==> src/rtl/vga_scanout_if.sv <==
// Framebuffer synchronous read port: address/enable out, 1-bit pixel back one cycle later.
interface vga_scanout_if #(
  parameter int ADDR_WIDTH = 15
);
  logic [ADDR_WIDTH-1:0] read_addr;
  logic                  read_en;
  logic                  read_data;

  modport master (output read_addr, output read_en, input read_data);
  modport slave  (input read_addr, input read_en, output read_data);
endinterface

==> src/rtl/vga_scanout.sv <==
// 640x480@60 VGA scanout of a 160x120 1-bpp framebuffer, each stored pixel shown as a 4x4 block.
// Counters -> address -> RAM -> colour; sync/de ride a 3-deep delay line to stay aligned.
module vga_scanout #(
  parameter int          ADDR_WIDTH = 15,
  parameter logic [11:0] FG_COLOR   = 12'hFFF,
  parameter logic [11:0] BG_COLOR   = 12'h000,
  parameter int          H_ACTIVE   = 640,
  parameter int          H_FRONT    = 16,
  parameter int          H_SYNC     = 96,
  parameter int          H_BACK     = 48,
  parameter int          V_ACTIVE   = 480,
  parameter int          V_FRONT    = 10,
  parameter int          V_SYNC     = 2,
  parameter int          V_BACK     = 33
) (
  input  logic          clk_25,
  input  logic          reset,
  vga_scanout_if.master fb,
  output logic          hsync,
  output logic          vsync,
  output logic          de,
  output logic [11:0]   rgb,
  output logic          frame_start
);

  localparam int H_TOTAL = H_ACTIVE + H_FRONT + H_SYNC + H_BACK;
  localparam int V_TOTAL = V_ACTIVE + V_FRONT + V_SYNC + V_BACK;

  localparam logic [9:0] H_LAST   = 10'(H_TOTAL - 1);
  localparam logic [9:0] V_LAST   = 10'(V_TOTAL - 1);
  localparam logic [9:0] H_VIS    = 10'(H_ACTIVE);
  localparam logic [9:0] V_VIS    = 10'(V_ACTIVE);
  localparam logic [9:0] HS_START = 10'(H_ACTIVE + H_FRONT);
  localparam logic [9:0] HS_END   = 10'(H_ACTIVE + H_FRONT + H_SYNC);
  localparam logic [9:0] VS_START = 10'(V_ACTIVE + V_FRONT);
  localparam logic [9:0] VS_END   = 10'(V_ACTIVE + V_FRONT + V_SYNC);

  logic [9:0]            h_cnt;
  logic [9:0]            v_cnt;
  logic                  visible;
  logic                  hs_raw;
  logic                  vs_raw;
  logic [7:0]            x_blk;
  logic [7:0]            y_blk;
  logic [ADDR_WIDTH-1:0] pix_addr;
  logic [2:0]            hs_pipe;
  logic [2:0]            vs_pipe;
  logic [2:0]            de_pipe;

  // S0: raster position
  always_ff @(posedge clk_25) begin
    if (reset) begin
      h_cnt <= '0;
      v_cnt <= '0;
    end else if (h_cnt == H_LAST) begin
      h_cnt <= '0;
      v_cnt <= (v_cnt == V_LAST) ? '0 : v_cnt + 10'd1;
    end else begin
      h_cnt <= h_cnt + 10'd1;
    end
  end

  // y*160 + x as two shifts and adds; row stride is fixed by the framebuffer layout
  always_comb begin
    visible  = (h_cnt < H_VIS) && (v_cnt < V_VIS);
    hs_raw   = !((h_cnt >= HS_START) && (h_cnt < HS_END));
    vs_raw   = !((v_cnt >= VS_START) && (v_cnt < VS_END));
    x_blk    = h_cnt[9:2];
    y_blk    = v_cnt[9:2];
    pix_addr = (ADDR_WIDTH'(y_blk) << 7) + (ADDR_WIDTH'(y_blk) << 5) + ADDR_WIDTH'(x_blk);
  end

  // S1: framebuffer request
  always_ff @(posedge clk_25) begin
    if (reset) begin
      fb.read_addr <= '0;
      fb.read_en   <= 1'b0;
    end else begin
      fb.read_addr <= visible ? pix_addr : '0;
      fb.read_en   <= visible;
    end
  end

  always_ff @(posedge clk_25) begin
    if (reset) begin
      hs_pipe <= '1;
      vs_pipe <= '1;
      de_pipe <= '0;
    end else begin
      hs_pipe <= {hs_pipe[1:0], hs_raw};
      vs_pipe <= {vs_pipe[1:0], vs_raw};
      de_pipe <= {de_pipe[1:0], visible};
    end
  end

  // S3: de_pipe[1] is the visible flag that matches the read_data now on the bus
  always_ff @(posedge clk_25) begin
    if (reset) begin
      rgb <= '0;
    end else begin
      rgb <= de_pipe[1] ? (fb.read_data ? FG_COLOR : BG_COLOR) : '0;
    end
  end

  assign hsync = hs_pipe[2];
  assign vsync = vs_pipe[2];
  assign de    = de_pipe[2];

  // Undelayed origin decode; gated by reset so the counters parked at (0,0) during reset do not pulse
  assign frame_start = (h_cnt == '0) && (v_cnt == '0) && !reset;

endmodule

==> src/flat_wrapper.sv <==
// flat-port wrapper written by rule: the top's interface ports become plain ports
module vga_scanout_flat 
#(
  parameter int          ADDR_WIDTH = 15,
  parameter logic [11:0] FG_COLOR   = 12'hFFF,
  parameter logic [11:0] BG_COLOR   = 12'h000,
  parameter int          H_ACTIVE   = 640,
  parameter int          H_FRONT    = 16,
  parameter int          H_SYNC     = 96,
  parameter int          H_BACK     = 48,
  parameter int          V_ACTIVE   = 480,
  parameter int          V_FRONT    = 10,
  parameter int          V_SYNC     = 2,
  parameter int          V_BACK     = 33
)
  (clk_25, reset, hsync, vsync, de, rgb, frame_start, fb_read_addr, fb_read_en, fb_read_data);
  vga_scanout_if #(.ADDR_WIDTH(ADDR_WIDTH)) fb_i ();
  input  logic clk_25;
  input  logic reset;
  output logic hsync;
  output logic vsync;
  output logic de;
  output logic [11:0] rgb;
  output logic frame_start;
  output wire logic [$bits(fb_i.read_addr)-1:0] fb_read_addr;
  output wire logic [$bits(fb_i.read_en)-1:0] fb_read_en;
  input wire logic [$bits(fb_i.read_data)-1:0] fb_read_data;
  assign fb_read_addr = fb_i.read_addr;
  assign fb_read_en = fb_i.read_en;
  assign fb_i.read_data = fb_read_data;
  vga_scanout #(.ADDR_WIDTH(ADDR_WIDTH), .FG_COLOR(FG_COLOR), .BG_COLOR(BG_COLOR), .H_ACTIVE(H_ACTIVE), .H_FRONT(H_FRONT), .H_SYNC(H_SYNC), .H_BACK(H_BACK), .V_ACTIVE(V_ACTIVE), .V_FRONT(V_FRONT), .V_SYNC(V_SYNC), .V_BACK(V_BACK)) u_core (.clk_25(clk_25), .reset(reset), .fb(fb_i), .hsync(hsync), .vsync(vsync), .de(de), .rgb(rgb), .frame_start(frame_start));
endmodule
==> config.mk <==
export PLATFORM = sky130hd
export DESIGN_NAME = vga_scanout_flat
export DESIGN_NICKNAME = d
export VERILOG_FILES = /design/src/rtl/vga_scanout_if.sv /design/src/rtl/vga_scanout.sv /design/src/flat_wrapper.sv
export SDC_FILE = /design/constraint.sdc
export NUM_CORES = 1
export LEC_CHECK = 0
export ABC_AREA = 1
export BUFFER_PORTS_ARGS = -buffer_cell sky130_fd_sc_hd__buf_2
export CORE_MARGIN = 2
export CORE_UTILIZATION = 51
export DETAILED_ROUTE_END_ITERATION = 8
export PLACE_DENSITY_LB_ADDON = 0.08
export SLEW_MARGIN = 15
export SYNTH_ARGS = -nofsm -noshare
export SYNTH_HDL_FRONTEND = slang
export SYNTH_SLANG_ARGS = --single-unit
==> constraint.sdc <==
create_clock -name clk_25 -period 2.1 [get_ports clk_25]
set_clock_uncertainty 0.1 [all_clocks]
set_input_delay 0.105 -clock clk_25 [delete_from_list [all_inputs] [get_ports clk_25]]
set_output_delay 0.105 -clock clk_25 [all_outputs]
set_load 0.05 [all_outputs]
---- Word level (Yosys, flattened, before mapping) ----
Index checks and enable logic that the tools add are counted.
Widths: inputs -> output; s select.
storage, ports and cells
  flip-flop bits (word level) ............. 57
  logic and storage cells ................. 37
  output and inout port bits .............. 32
  input bits .............................. 3
cells by class
  mux-type cells .......................... 2
  equality and inequality tests ........... 2
  reduce and logical (&&, ||, !) cells .... 13
  magnitude comparators ................... 6
  $add $sub $neg .......................... 4
  bitwise operators ....................... 2
operators with widths
  cell                   count
  $add 10x1->10 const B  2
  $eq 10x10->1 const B   2
  $logic_not 10->1       2
  $lt 10x10->1 const B   2
  $lt 10x9->1 const B    2
  $add 15x13->15         1
  $add 15x8->15          1
  $mux 12                1
  $ge 10x10->1 const B   1
  $ge 10x9->1 const B    1
  $mux 10                1
  $reduce_or 2->1        3
  $logic_and 1x1->1      5
  $logic_not 1->1        3
  $not 1->1              2

---- Longest topological paths before layout ----
  depth in word-level cells ............... 4
  depth in mapped cells ................... 10
  depth with buffers taken out ............ 10

---- Least setup slack after synthesis ----
No wires, ideal clock.
  kind .................................... reg2out
  start ................................... register u_core.v_cnt[4]
  end ..................................... output frame_start
  arrival ................................. 2,136 ps
  stages on the path, launching flop included .. 4
  buffers on the path ..................... 0
  data required time ...................... 1,895 ps
  setup slack ............................. -241 ps
  path through ............................ dfxtp_1 -> inv_1 -> nand4_1 -> nor4_1
on the way
  cells in the longest elaborated chain, start to end .. 3
ends and longest elaborated chain
  item                            line                source
  start, declared                 vga_scanout.sv:39   logic [9:0] v_cnt;
  start signal, assigned          vga_scanout.sv:57   v_cnt <= (v_cnt == V_LAST) ? '0 : v_cnt + 10'd1;
  $logic_not 10->1                vga_scanout.sv:110  assign frame_start = (h_cnt == '0) && (v_cnt == '0) && !reset;
  $logic_and 1x1->1 (2 in a row)  vga_scanout.sv:110
  end, declared                   flat_wrapper.sv:24  output logic frame_start;
No other way between the ends.

---- Worst setup path after layout ----
  start ................................... register u_core.h_cnt[9]
  end ..................................... register u_core.fb.read_addr[11]
on the way
  cells in the longest elaborated chain, start to end .. 4
  elaborated cells between the ends (all ways) .. 5
  those cells by class .................... 1 x add/sub; 1 x order compare; 1 x bitwise; 2 x reduce/logical
ends and longest elaborated chain
  item                              line                 source
  start, declared                   vga_scanout.sv:38    logic [9:0] h_cnt;
  start signal, assigned            vga_scanout.sv:59    h_cnt <= h_cnt + 10'd1;
  $lt 10x10->1                      vga_scanout.sv:65    visible = (h_cnt < H_VIS) && (v_cnt < V_VIS);
  $logic_and 1x1->1                 vga_scanout.sv:65
  $not 1->1 (no source line)        n/a
  $reduce_or 2->1 (no source line)  n/a
  end signal, assigned              vga_scanout.sv:79    fb.read_addr <= visible ? pix_addr : '0;
  end, declared                     vga_scanout_if.sv:9  modport master (output read_addr, output read_en, input read_data);
Parallel ways exist; a longest one is shown, timed or not.
A chain may end at the register's enable or synchronous reset.

==> results_dict.tcl <==
set metrics [dict create \
    yosys.cell_types.count 35 \
    wl_per_cell_um 12.1 \
    ys_warn_count 0 \
    grt_pass1_vias 1844 \
    fin_util_pct 62.2 \
    synth_top_area_share_pct 38.9 \
    outcome "finished clean" \
    path_clk_slew_ns 0.09 \
    initial_core_util_pct 53.2 \
    vdd_drop_max_v 0.000476 \
    critical_path_class "flop to flop" \
    hold_viol 0 \
    critPathMaxStageDelay_ns 0.59 \
    routed_wl_um 4600 \
    synth_edf_count 0 \
    vias 1937 \
    cp_max_fo 4 \
    critPathLaunchType "flop" \
    path_cells "fa_2, ha_1, nand3_1, nand3_1, a21oi_1, o21ai_0, a21oi_1" \
    fin_crit_sh_pct 96.1 \
    endpoint_kind "flop" \
    clk_latency_ns 0.30 \
    total_leakage_power_nw 1.30 \
    synth-seq-area-share_pct 38.9 \
    cap_violations 0 \
    cts_htree_levels 2 \
    place.gp.congestion 0.889 \
    syn_nets 312 \
    antenna_cells 0 \
    clockBufferDepth 2 \
    yosysMostFrequentCell "dfxtp_1" \
    tns_ns 0 \
    drt_iter0_drc 92 \
    slew_violations 0 \
    slowest_stage "fa_2" \
    synth_area_per_cell_sq_um 8.05 \
    area_delta_synth_final_pct 16.8 \
    instances_no_fill 380 \
    synth_area_leaders "dfxtp_1, ha_1, nand2_1, inv_1, nor2_1" \
    cp_top_family "adder cells" \
    grt_pass1_wl_um 7760 \
    synth_top_flop_cell "dfxtp_1" \
    port_buffers 34 \
    synth_area_leader_cell "dfxtp_1" \
    pre_cts_slack_ns -0.0392 \
    power.total_mw 1.65 \
    timing.hold.ws_ns 0.0171 \
    place_area_sq_um 2530 \
    ios 35 \
    final_area_sq_um 2710 \
    clockRootBuffer "clkbuf_8" \
    async_flop_share_pct 0 \
    crit_required_ns 2.23 \
    rows 24 \
    core-area_sq_um 4350 \
    critPathBufInv 0 \
    cp.arrival_ns 2.15 \
    grt_use_total_pct 19.2 \
    syn_area_sq_um 2320 \
    relSlewSlack_pct 72.9 \
    antenna_found_initial 0 \
    cts_tree "yes" \
    fin_crit_ns 2.02 \
    setup_viol 0 \
    grt_max_degree 15 \
    nets 351 \
    post-place-cells 370 \
    die_h_um 71.4 \
    viasPerCell 5.10 \
    fin_ws_ns 0.0826 \
    synth-seq-cells 45 \
    synth_cells 288 \
    synth_common_cells "dfxtp_1, nand2_1, inv_1" \
    layout-drive-gt1-share_pct 26.8 \
    drcViolationCount 0 \
    clkSinkCount 45 \
    cts_inserted_buffers 5 \
    dp_hpwl_um 3510 \
    die_area_sq_um 5100 \
    ant_nets 0 \
    holdCritPathClass "input pin to flop" \
    grt-ovfl-total 0 \
    worstMarginPinSlew_ns 0.403 \
    fmax_mhz 496 \
    die_w_um 71.4 \
    grt_setup_unrepaired "no" \
    power.density_nw_per_um2 608 \
    drt-pass1-iter-count 4 \
]
flip-flops by register name, indices dropped and copies added (netlist names):
name,flops
u_core.de_pipe,3
u_core.fb.read_addr,15
u_core.h_cnt,10
u_core.hs_pipe,3
u_core.rgb,1
u_core.v_cnt,10
u_core.vs_pipe,3
placed cells by master (no fill, tap or decap), types with 6 or more instances in the layout:
| master | count |
|---|---|
| nand3_1 | 11 |
| ha_1 | 17 |
| nor2_1 | 36 |
| nand4_1 | 10 |
| nor3_1 | 7 |
| inv_1 | 37 |
| buf_4 | 10 |
| clkbuf_8 | 6 |
| nand2_1 | 37 |
| dfxtp_1 | 42 |
| buf_2 | 34 |
| a21oi_1 | 15 |
| o21ai_0 | 9 |
worst register-to-register path, delay by kind of cell, from the launching register on:
kind,cells,cell delay [ns]
adder cells (fa/ha/maj),2,0.82
AND/OR/NAND/NOR,2,0.22
AO/OA/AOI/OAI,3,0.48
flip-flops,1,0.34
final timing paths:
path | start | to | slack (ns) | cells past startpoint
setup / recovery | u_core.h_cnt[9]$_SDFF_PP0_ | u_core.fb.read_addr[11]$_SDFF_PP0_ | 0.08 | 7
hold / removal | reset | u_core.de_pipe[2]$_SDFF_PP0_ | 0.02 | 2
setup reg to reg | u_core.h_cnt[9]$_SDFF_PP0_ | u_core.fb.read_addr[11]$_SDFF_PP0_ | 0.08 | 7
hold reg to reg | u_core.vs_pipe[0]$_SDFF_PP1_ | u_core.vs_pipe[1]$_SDFF_PP1_ | 0.31 | 1
cell families after synthesis:
logic type	count (synthesis)	synth area share (%)
buffers and inverters	55	11.3
XOR/XNOR	1	0.378
flip-flops	45	38.9
AO/OA/AOI/OAI	35	8.63
adder cells (fa/ha/maj)	21	12.0
AND/OR/NAND/NOR	131	28.8
area by class of cell:
cell class,instances,area (sq um)
sequential,45,905
tap,52,65.1
clock inverter,2,37.5
timing repair buffer,45,255
multi-input combinational,188,1200
fill,407,1650
inverter,42,165
clock buffer,6,82.6
timing repair:
action,in CTS,in global routing
pin swaps,0,2
endpoints found under the setup margin,3,4
hold buffers,1,0
gates cloned,0,0
hold endpoints to repair,1,0
setup buffers,0,1
gates resized for setup,2,9
power breakdown:
group          internal [mW]  switching, mW  leakage (nW)
Sequential             0.861        0.00639         0.366
Combinational         0.0229         0.0708         0.877
Clock                  0.387          0.299        0.0574
layer usage:
layer,up-vias,wire (um),GRT usage (%)
met1,900,2060,22.2
met3,6,181,3.94
met4,0,68,7.34
met5,-,0,0
met2,26,2290,34.7
li1,1005,-,-
Note: power is estimated with default switching activity, not from simulation.
